--- config.mk ---
export PLATFORM = sky130hd
export DESIGN_NAME = vote_session
export DESIGN_NICKNAME = d
export VERILOG_FILES = /design/src/rtl/vote_session.sv
export SDC_FILE = /design/constraint.sdc
export NUM_CORES = 1
export LEC_CHECK = 0
export ABC_AREA = 1
export CAP_MARGIN = 15
export CORE_MARGIN = 3
export CORE_UTILIZATION = 35
export DETAILED_ROUTE_END_ITERATION = 6
export PLACE_DENSITY = 0.54
export RECOVER_POWER = 100
export REMOVE_ABC_BUFFERS = 1
export SLEW_MARGIN = 20
export SYNTH_ARGS = -nofsm -noshare
export SYNTH_HDL_FRONTEND = slang
export SYNTH_SLANG_ARGS = --single-unit
--- constraint.sdc ---
create_clock -name clk -period 12.15 [get_ports clk]
set_input_delay 2.43 -clock clk [delete_from_list [all_inputs] [get_ports clk]]
set_output_delay 2.43 -clock clk [all_outputs]
set_load 0.01 [all_outputs]
--- src/rtl/vote_session.sv ---
// Sequential weighted-vote collector: gathers ROUNDS ballot beats per session
// over valid/ready, then issues a registered verdict under the latched rule.
module vote_session #(
  parameter int unsigned NP_W    = 32,
  parameter int unsigned VIP_W   = 8,
  parameter int unsigned VIP_WT  = 4,
  parameter int unsigned VVIP_WT = 16,
  parameter int unsigned ROUNDS  = 4,
  localparam int unsigned MAXW   = NP_W + VIP_W * VIP_WT + VVIP_WT,
  localparam int unsigned TOTAL  = ROUNDS * MAXW,
  localparam int unsigned CW     = $clog2(TOTAL + 1)
) (
  input  logic             clk,
  input  logic             reset,
  input  logic             start,
  input  logic [1:0]       mode,
  input  logic             veto_en,
  input  logic             in_valid,
  output logic             in_ready,
  input  logic [NP_W-1:0]  np,
  input  logic [VIP_W-1:0] vip,
  input  logic             vvip,
  output logic             busy,
  output logic             done,
  output logic             res,
  output logic [CW-1:0]    yes_cnt
);

  localparam int unsigned BW = (ROUNDS > 1) ? $clog2(ROUNDS + 1) : 1;
  localparam logic [CW+1:0] TOT_X = (CW+2)'(TOTAL);

  typedef enum logic [1:0] {
    S_IDLE,
    S_COLLECT,
    S_TALLY,
    S_DONE
  } state_t;

  state_t        state_q, state_d;
  logic [1:0]    mode_q, mode_d;
  logic          veto_en_q, veto_en_d;
  logic          veto_q, veto_d;
  logic [CW-1:0] acc_q, acc_d;
  logic [BW-1:0] beat_q, beat_d;
  logic          res_q, res_d;
  logic [CW-1:0] yes_cnt_q, yes_cnt_d;

  logic [CW-1:0] beat_w;
  logic [CW+1:0] acc_x;
  logic          rule_ok;
  logic          accept;

  // Weighted yes contribution of the beat currently on the inputs.
  always_comb begin
    beat_w = '0;
    for (int unsigned i = 0; i < NP_W; i++) begin
      beat_w = beat_w + CW'(np[i]);
    end
    for (int unsigned i = 0; i < VIP_W; i++) begin
      if (vip[i]) beat_w = beat_w + CW'(VIP_WT);
    end
    if (vvip) beat_w = beat_w + CW'(VVIP_WT);
  end

  always_comb begin
    acc_x = {2'b00, acc_q};
    case (mode_q)
      2'b01:   rule_ok = (acc_x + (acc_x << 1)) >= (TOT_X << 1);
      2'b10:   rule_ok = (acc_x == TOT_X);
      default: rule_ok = (acc_x << 1) > TOT_X;
    endcase
  end

  assign accept = in_valid && (state_q == S_COLLECT);

  always_comb begin
    state_d   = state_q;
    mode_d    = mode_q;
    veto_en_d = veto_en_q;
    veto_d    = veto_q;
    acc_d     = acc_q;
    beat_d    = beat_q;
    res_d     = res_q;
    yes_cnt_d = yes_cnt_q;
    case (state_q)
      S_IDLE: begin
        if (start) begin
          state_d   = S_COLLECT;
          mode_d    = mode;
          veto_en_d = veto_en;
          veto_d    = 1'b0;
          acc_d     = '0;
          beat_d    = '0;
          res_d     = 1'b0;
          yes_cnt_d = '0;
        end
      end
      S_COLLECT: begin
        if (accept) begin
          acc_d  = acc_q + beat_w;
          beat_d = beat_q + 1'b1;
          if (veto_en_q && !vvip) veto_d = 1'b1;
          if (beat_q == BW'(ROUNDS - 1)) state_d = S_TALLY;
        end
      end
      S_TALLY: begin
        yes_cnt_d = acc_q;
        res_d     = rule_ok && !veto_q;
        state_d   = S_DONE;
      end
      default: state_d = S_IDLE;
    endcase
  end

  always_ff @(posedge clk) begin
    if (reset) begin
      state_q   <= S_IDLE;
      mode_q    <= '0;
      veto_en_q <= 1'b0;
      veto_q    <= 1'b0;
      acc_q     <= '0;
      beat_q    <= '0;
      res_q     <= 1'b0;
      yes_cnt_q <= '0;
    end else begin
      state_q   <= state_d;
      mode_q    <= mode_d;
      veto_en_q <= veto_en_d;
      veto_q    <= veto_d;
      acc_q     <= acc_d;
      beat_q    <= beat_d;
      res_q     <= res_d;
      yes_cnt_q <= yes_cnt_d;
    end
  end

  assign in_ready = (state_q == S_COLLECT);
  assign busy     = (state_q != S_IDLE);
  assign done     = (state_q == S_DONE);
  assign res      = res_q;
  assign yes_cnt  = yes_cnt_q;

endmodule

==> qor.txt, run 1 <==
Relative slew margins - 38.2%
Fin nets - 850
Final hold violation count - 0
Avg Synthesized Cell Area - 6.54 µm²
WP data arrival - 11,750 ps
Crit Path Category - in -> reg
Multi-input gate area - 3170 µm²
Clk_lat worst skew - 270 ps
Distinct cells, synth - 37
Count of final max-slew check failures - 0
Final WS setup - 517 ps
Final TNS setup - 0 ps
DR WL met2 - 4890 µm
Post-synth top cells - nand2_1 (139), inv_1 (136), nor2_1 (54), ha_1 (49), nand3_1 (42)
Highest metal used - met4
Input/output buffers - 60
Largest net degree at the start of global routing - 24
Crit-path max cell delay - 540 ps
Max Clock Freq - 86.0 MHz
M1 wire length - 4360 µm
Top cells by area, synth - ha_1 (15%), dfxtp_1 (13%), nand2_1 (13%)
P&R area growth vs syn - 28.1%
Crit. End Element - flip-flop
Vias in the first global route - 3,966
First-pass GRT wire length - 16,700 µm
Final min period - 11,630 ps
Post-Layout Cell Count - 868
Per-cell routed wire length - 11.0 µm
Global Route Usage Sum - 14.8%
Final WL - 9540 µm
Post-synth EDFFs - 0
Num rows - 39
H-tree levels - 1
Hold Crit Depth - 2
FFs w/ async S/R, synth - 0%
Die Height - 115 µm
Worst Hold Endpoint - yes_cnt[1]
Worst hold path type - reg -> reg
Placed cells - 861
Sink Count - 28
Seq/Total Area, Yosys - 13.4%
Synthesized area - 4170 µm²
Max Cap Viol - 0
Initial antenna violation count - 0
CP Launch Type - primary input
Number of setup violations in the final report - 0
CP required - 12,270 ps
Clock-pin slew of the registers on the worst-case setup and hold paths - 70 ps
CP top delay family - adder cells
Max stage delay cell, worst path - fa_1
CTS max path bufs - 2
Hold wc startpoint - yes_cnt[1]
Slew of the pin with the lowest slew margin - 925 ps
Tcrit/Tclk final - 95.7%
Status - complete, no violations
Die Width - 115 µm
Vias/cell - 4.62
Final Core Density - 46.4%
DR vias - 4,014
Cell count of the worst reg-to-reg path - 14
Critical path buffers and inverters - 10
Routability cong. - 0.807
Top-area cell type share of the netlist area - 14.7%
Core area - 11,500 µm²
Seq cells post-synth - 28
R2R setup slack - 9350 ps
Met3 wire length - 228 µm
Count leader, synth - nand2_1
Ant diodes - 0
Synthesis warning total - 0
Reg2reg end - res
Synth Flop Type - dfxtp_1
CTS tree - built
Syn Inst Count - 638
CTS Buf Count - 3
1st-pass router iterations - 4
Top cell by count, worst path - inv_1
Initial Util - 36.2%
Routed Antenna Nets - 0
DRC - 0
Setup WS pre-CTS - -364 ps
Worst r2r src - acc_q[1]
Global route total overflow - 0
Flip-flop and latch area - 561 µm²
Die area - 13,300 µm²
Skew final - 8.22 ps
1st-iter DRT viols - 134
Synth area leader - ha_1
CTS Root Cell - clkbuf_16
Share of layout cells above drive strength 1 - 16.8%
CP max FO - 4
Boundary pin count - 61
# fillers - 1,224
Placed wire-length estimate - 7960 µm
## metal layers
layer	GRT usage (%)	vias to the layer above
li1	-	2160
met1	18.8	1793
met2	27.6	55
met3	1.00	6
met4	2.74	0
met5	0	-
## registers in the layout (all words and copies together), names as in the netlist
register   count
mode_q         2
acc_q          9
yes_cnt        9
res            1
state_q        2
veto_en_q      1
veto_q         1
beat_q         3
## area by class of cell
| cell class | instances | share of cell area, % |
|---|---|---|
| Multi-Input combinational cell | 459 | 59.3 |
| Timing Repair Buffer | 87 | 15.1 |
| Sequential cell | 28 | 10.5 |
| Inverter | 148 | 10.4 |
| Tap cell | 143 | 3.35 |
| Clock buffer | 3 | 1.40 |
## how the worst max path moves through the flow
stage	slack, ps	startpoint	endpoint	cells past startpoint
3_3_place_gp	-110	np[0]	acc_q[8]	54
2_1_floorplan	750	np[0]	acc_q[8]	53
3_5_place_dp	-360	np[5]	acc_q[8]	54
4_1_cts	40	np[0]	acc_q[8]	54
6_report	520	np[13]	acc_q[8]	53
5_1_grt	-80	np[13]	acc_q[8]	53
## per-stage QoR
step / hold slack, ps / instance area [µm²]
floorplan: 428 / 4160
global placement: 448 / 5110
detailed placement: 453 / 5110
CTS: 462 / 5200
global route: 483 / 5350
finish: 454 / 5350
## kinds of logic (layout without fill, tap and decap cells)
kind of cell / count (synthesis) / count (layout) / share of synthesized area, %
and+or+nand+nor: 303 / 303 / 34.5
buffers and inverters: 151 / 238 / 13.6
adders and majority gates: 75 / 75 / 27.2
AOI/OAI and AO/OA: 73 / 73 / 9.62
DFF: 28 / 28 / 13.4
xor gates and xnor gates: 8 / 8 / 1.68
## layout by cell type, fill, tap and decap left out, types with 3 or more instances in the layout
| cell type | n |
|---|---|
| a21oi_1 | 35 |
| a21oi_2 | 3 |
| buf_4 | 27 |
| clkbuf_16 | 3 |
| clkdlybuf4s50_1 | 45 |
| dfxtp_1 | 28 |
| dlygate4sd3_1 | 14 |
| fa_1 | 25 |
| ha_1 | 46 |
| inv_1 | 134 |
| inv_2 | 12 |
| nand2_1 | 133 |
| nand2_2 | 33 |
| nand2_4 | 4 |
| nand3_1 | 38 |
| nand3_2 | 16 |
| nand3b_1 | 5 |
| nand4_1 | 8 |
| nor2_1 | 51 |
| nor2_2 | 8 |
| o21ai_0 | 18 |
| o21ai_1 | 3 |
| o22ai_1 | 3 |
| or2_4 | 3 |
| xor2_1 | 4 |
| xor2_2 | 3 |
## timing repair
action | CTS | global route
pin swaps | 0 | 27
setup endpoints to repair | 1 | 3
setup buffers | 0 | 4
resized for setup | 3 | 31
hold buffers | 0 | 0
## tightest hold or removal path: stages, from the launching register on
cell     delay (ps)
dfxtp_1         310
nand2_1          50
a21oi_1          50
Power of run 1 is not shown: default switching activity piles up to over one toggle a cycle in this logic, so the estimate is an artifact.
==> run 2, diff against run 1 <==
--- a/config.mk
+++ b/config.mk
@@ -10,6 +10,7 @@
 export CORE_MARGIN = 3
 export CORE_UTILIZATION = 35
 export DETAILED_ROUTE_END_ITERATION = 6
+export GPL_TIMING_DRIVEN = 0
 export PLACE_DENSITY = 0.54
 export RECOVER_POWER = 100
 export REMOVE_ABC_BUFFERS = 1
==> qor.txt, run 2 (synthesis gave the netlist of run 1 again) <==
Hold wc startpoint - yes_cnt[3]
R2R setup slack - 9370 ps (+20 ps)
Largest net degree at the start of global routing - 24 (unchanged)
Sink Count - 28 (unchanged)
Per-cell routed wire length - 10.5 µm (-4.1%)
1st-pass router iterations - 5 (+1)
Reg2reg end - res
Routability cong. - 0.802 (-0.64%)
1st-iter DRT viols - 110 (-18%)
CP Launch Point - np[1]
Num rows - 39 (unchanged)
WP data arrival - 11,810 ps (+60 ps)
Ant diodes - 0 (unchanged)
CP Launch Type - primary input
Flip-flop and latch area - 561 µm² (unchanged)
Crit Path Category - in -> reg
Relative slew margins - 36.7% (-1.5 points)
Global route total overflow - 0 (unchanged)
DR vias - 3,972 (-1.0%)
Initial Util - 36.2% (unchanged)
Boundary pin count - 61 (unchanged)
Final hold violation count - 0 (unchanged)
H-tree levels - 1 (unchanged)
DR WL met2 - 4560 µm (-6.9%)
Slew of the pin with the lowest slew margin - 947 ps (+22.3 ps)
Critical Path End - acc_q[8]
Max Cap Viol - 0 (unchanged)
Clock-pin slew of the registers on the worst-case setup and hold paths - 70 ps (about the same)
Placed wire-length estimate - 7630 µm (-4.1%)
Die Width - 115 µm (unchanged)
Skew final - 2.41 ps (-5.81 ps)
Vias in the first global route - 3,807 (-4.0%)
Die Height - 115 µm (unchanged)
CTS Root Cell - clkbuf_16
Commonest non-fill, non-tap cells in the layout - inv_1 (127), nand2_1 (127), nor2_1 (49)
DRC - 0 (unchanged)
M1 wire length - 4080 µm (-6.4%)
Top cell by count, worst path - fa_1
Worst hold path type - reg -> reg
Fin nets - 834 (-1.9%)
CTS Buf Count - 3 (unchanged)
P&R area growth vs syn - 28.3%
Status - complete, no violations
First-pass GRT wire length - 16,000 µm (-4.0%)
Final WL - 8990 µm (-5.7%)
Share of layout cells above drive strength 1 - 17.6% (+0.78 points)
Cell count of the worst reg-to-reg path - 14 (unchanged)
Vias/cell - 4.66 (+0.69%)
CP required - 12,260 ps (about the same)
Final min period - 11,700 ps (+66.0 ps)
Crit-path max cell delay - 600 ps (+60 ps)
Final TNS setup - 0 ps (unchanged)
Count of final max-slew check failures - 0 (unchanged)
Crit. End Element - flip-flop
Clk_lat worst skew - 260 ps (about the same)
Hold Buf Count CTS - 0 (unchanged)
Met3 wire length - 214 µm (-6.1%)
Routed Antenna Nets - 0 (unchanged)
Global Route Usage Sum - 14.2% (-0.64 points)
Highest metal used - met4
Number of setup violations in the final report - 0 (unchanged)
Multi-input gate area - 3280 µm² (+3.5%)
# fillers - 1,210 (-1.1%)
CP max FO - 4 (unchanged)
Max stage delay cell, worst path - fa_1
Tcrit/Tclk final - 96.3% (+0.54 points)
Final Core Density - 46.5% (+0.076 points)
Die area - 13,300 µm² (unchanged)
CTS tree - built
Max Clock Freq - 85.5 MHz (-0.56%)
Worst r2r src - acc_q[1]
Initial antenna violation count - 0 (unchanged)
Core area - 11,500 µm² (unchanged)
CTS max path bufs - 2 (unchanged)
Input/output buffers - 60 (unchanged)
==> run 2: what timing repair did <==
action,4_1_cts,5_1_grt
resized for setup,10,53
pin swaps,4,42
setup endpoints to repair,1,3
cloned,0,0
hold endpoints to repair,0,0
buffers inserted,1,10
==> run 2: per-layer routing <==
metal | up-vias | GRT usage, %
li1 | 2125 | -
met1 | 1784 | 18.1
met2 | 53 | 26.0
met3 | 10 | 0.895
met4 | 0 | 3.21
met5 | - | 0
==> run 2: area by class of cell <==
type                       count  area share, %
clock buffer                   4           1.66
inverter                     148           10.4
multi-input combinational    459           61.3
sequential                    28           10.5
tap                          143           3.34
timing repair buffer          71           12.9
==> run 2: worst min path at each step <==
stage / to / cells after the start
floorplan: beat_q[0] / 1
global route: yes_cnt[1] / 2
CTS: yes_cnt[2] / 2
detailed placement: yes_cnt[2] / 2
finish: yes_cnt[3] / 2
global placement: beat_q[0] / 1
==> run 2: stage by stage <==
stage	worst slack, ps	std cells	hold WS (ps)	instance area [µm²]
after floorplan	751	635	428	4160
after global placement	-536	838	441	4940
after detailed placement	-678	838	452	4940
after CTS	38.0	843	463	5070
after global routing	-57.9	853	494	5360
final	451	853	456	5360
==> run 2: worst max-delay path: cells and delay by family <==
kind                     cells  cell delay (ps)
AO/OA/AOI/OAI                7              910
XOR/XNOR                     1              140
adder cells (fa/ha/maj)     14             5170
buffers and inverters       10             1010
AND/OR/NAND/NOR             21             2080
Power of run 2 is left out for the same reason.
==> run 3, diff against run 2 <==
--- a/config.mk
+++ b/config.mk
@@ -7,7 +7,7 @@
 export LEC_CHECK = 0
 export ABC_AREA = 1
 export CAP_MARGIN = 15
-export CORE_MARGIN = 3
+export CORE_MARGIN = 2
 export CORE_UTILIZATION = 35
 export DETAILED_ROUTE_END_ITERATION = 6
 export GPL_TIMING_DRIVEN = 0
==> qor.txt, run 3 (synthesis gave the netlist of run 1 again) <==
Core area - 11,500 µm² (unchanged)
Routed Antenna Nets - 0 (unchanged)
Sink Count - 28 (unchanged)
Routability cong. - 0.843 (+5.1%)
Initial antenna violation count - 0 (unchanged)
1st-iter DRT viols - 102 (-7.3%)
WP data arrival - 11,820 ps (about the same)
Crit-path max cell delay - 580 ps (-20 ps)
Commonest non-fill, non-tap cells in the layout - nand2_1 (129), inv_1 (126), nor2_1 (49)
Global route total overflow - 0 (unchanged)
Boundary pin count - 61 (unchanged)
Share of layout cells above drive strength 1 - 18.0% (+0.37 points)
Finished Cell Area - 5390 µm² (+0.54%)
Num rows - 39 (unchanged)
Commonest non-fill, non-tap cell in the layout - nand2_1
Status - complete, but fails checks
Reg2reg end - acc_q[8]
Max Clock Freq - 85.5 MHz (about the same)
CTS tree - built
Placed Area - 4940 µm² (unchanged)
CP top delay family - adder cells
Hold Buf Count CTS - 0 (unchanged)
First-pass GRT wire length - 16,000 µm (-0.47%)
Vias/cell - 4.65 (about the same)
Placed cells - 838 (unchanged)
Vias in the first global route - 3,860 (+1.4%)
Max stage delay cell, worst path - fa_1
Clk_lat worst skew - 270 ps (about the same)
CP required - 12,270 ps (about the same)
Initial Util - 36.2% (unchanged)
Count of final max-slew check failures - 0 (unchanged)
Input/output buffers - 60 (unchanged)
1st-pass router iterations - 7 (+2)
CP Launch Type - primary input
R2R setup slack - 9330 ps (-40 ps)
CTS Root Cell - clkbuf_16
Fin nets - 836 (+0.24%)
Slew of the pin with the lowest slew margin - 922 ps (-25.3 ps)
P&R area growth vs syn - 29.0%
Violated checks - design-rule violations
Per-cell routed wire length - 10.5 µm (about the same)
Ant diodes - 0 (unchanged)
H-tree levels - 1 (unchanged)
Largest net degree at the start of global routing - 24 (unchanged)
CP max FO - 4 (unchanged)
DRC - 1 (+1)
Hold Crit Depth - 2 (unchanged)
Worst Hold Endpoint - yes_cnt[5]
Global Route Usage Sum - 14.4% (+0.19 points)
Worst hold path type - reg -> reg
Hold wc startpoint - yes_cnt[5]
Final min period - 11,700 ps (+3.38 ps)
Skew final - 3.87 ps (+1.45 ps)
Critical path buffers and inverters - 10 (unchanged)
Die Width - 113 µm (-1.7%)
Post-Layout Cell Count - 855 (+0.23%)
DR vias - 3,980 (+0.20%)
Cell depth of the worst setup path - 54 (+1.9%)
Crit Path Category - in -> reg
Cell count of the worst reg-to-reg path - 19 (+5)
Clock-pin slew of the registers on the worst-case setup and hold paths - 70 ps (about the same)
Top cell by count, worst path - fa_1
CTS Buf Count - 3 (unchanged)
Final hold violation count - 0 (unchanged)
Worst r2r src - acc_q[0]
CTS max path bufs - 2 (unchanged)
Crit. End Element - flip-flop
Tcrit/Tclk final - 96.3% (about the same)
Relative slew margins - 38.4% (+1.7 points)
Number of setup violations in the final report - 0 (unchanged)
Die area - 12,800 µm² (-3.4%)
Die Height - 113 µm (-1.7%)
Final WL - 9010 µm (+0.21%)
Placed wire-length estimate - 7470 µm (-2.1%)
Max Cap Viol - 0 (unchanged)
run 3: changes by cell type in the layout (fill, tap and decap cells not counted), sizes merged:
cell	before	now
dlymetal6s2s	1	0
buf	11	13
bufinv	0	1
clkbuf	4	3
clkdlybuf4s50	44	45
run 3: how the worst max path moves through the flow:
stage | startpoint | endpoint | slack (ps)
floorplan | np[0] | acc_q[8] | 750
global placement | np[0] | acc_q[8] | -530
detailed placement | np[0] | acc_q[8] | -710
CTS | np[0] | acc_q[8] | 1
global route | np[3] | acc_q[8] | -90
finish | np[9] | acc_q[8] | 450
run 3: timing repair:
item | in CTS | in global routing
setup endpoints to repair | 2 | 3
buffers inserted | 2 | 11
resized for setup | 11 | 47
pin swaps | 4 | 35
run 3: cell type report:
type,instances,area (µm²)
tap,143,179
timing repair buffer,73,698
clock inverter,1,30.0
multi-input combinational,459,3290
inverter,148,556
sequential,28,561
fill,1232,6130
clock buffer,3,75.1
run 3: worst register-to-register path, delay by kind of cell, from the launching register on:
kind,cells,cell delay (ps)
and+or+nand+nor,10,780
AOI/OAI and AO/OA,3,470
adders and majority gates,2,650
buffers and inverters,4,280
DFF,1,490
run 3: stage by stage:
stage | utilization, % | setup slack (ps) | hold slack, ps | setup TNS [ps]
after floorplan | - | 751 | 428 | 0
after global placement | 42.9 | -528 | 441 | -674
after detailed placement | 42.9 | -710 | 453 | -1190
after CTS | 44.3 | 1.05 | 462 | 0
after global routing | 46.8 | -86.1 | 475 | -86.1
final | 46.8 | 448 | 456 | 0
run 3: layer usage:
layer  GRT usage, %  part of all wire, %  up-vias
li1               -                    -     2124
met1           17.7                   45     1799
met2           27.7                   51       51
met3          0.857                  2.4        6
met4           2.44                 0.78        0
met5              0                    0        -
Power of run 3 is left out for the same reason.
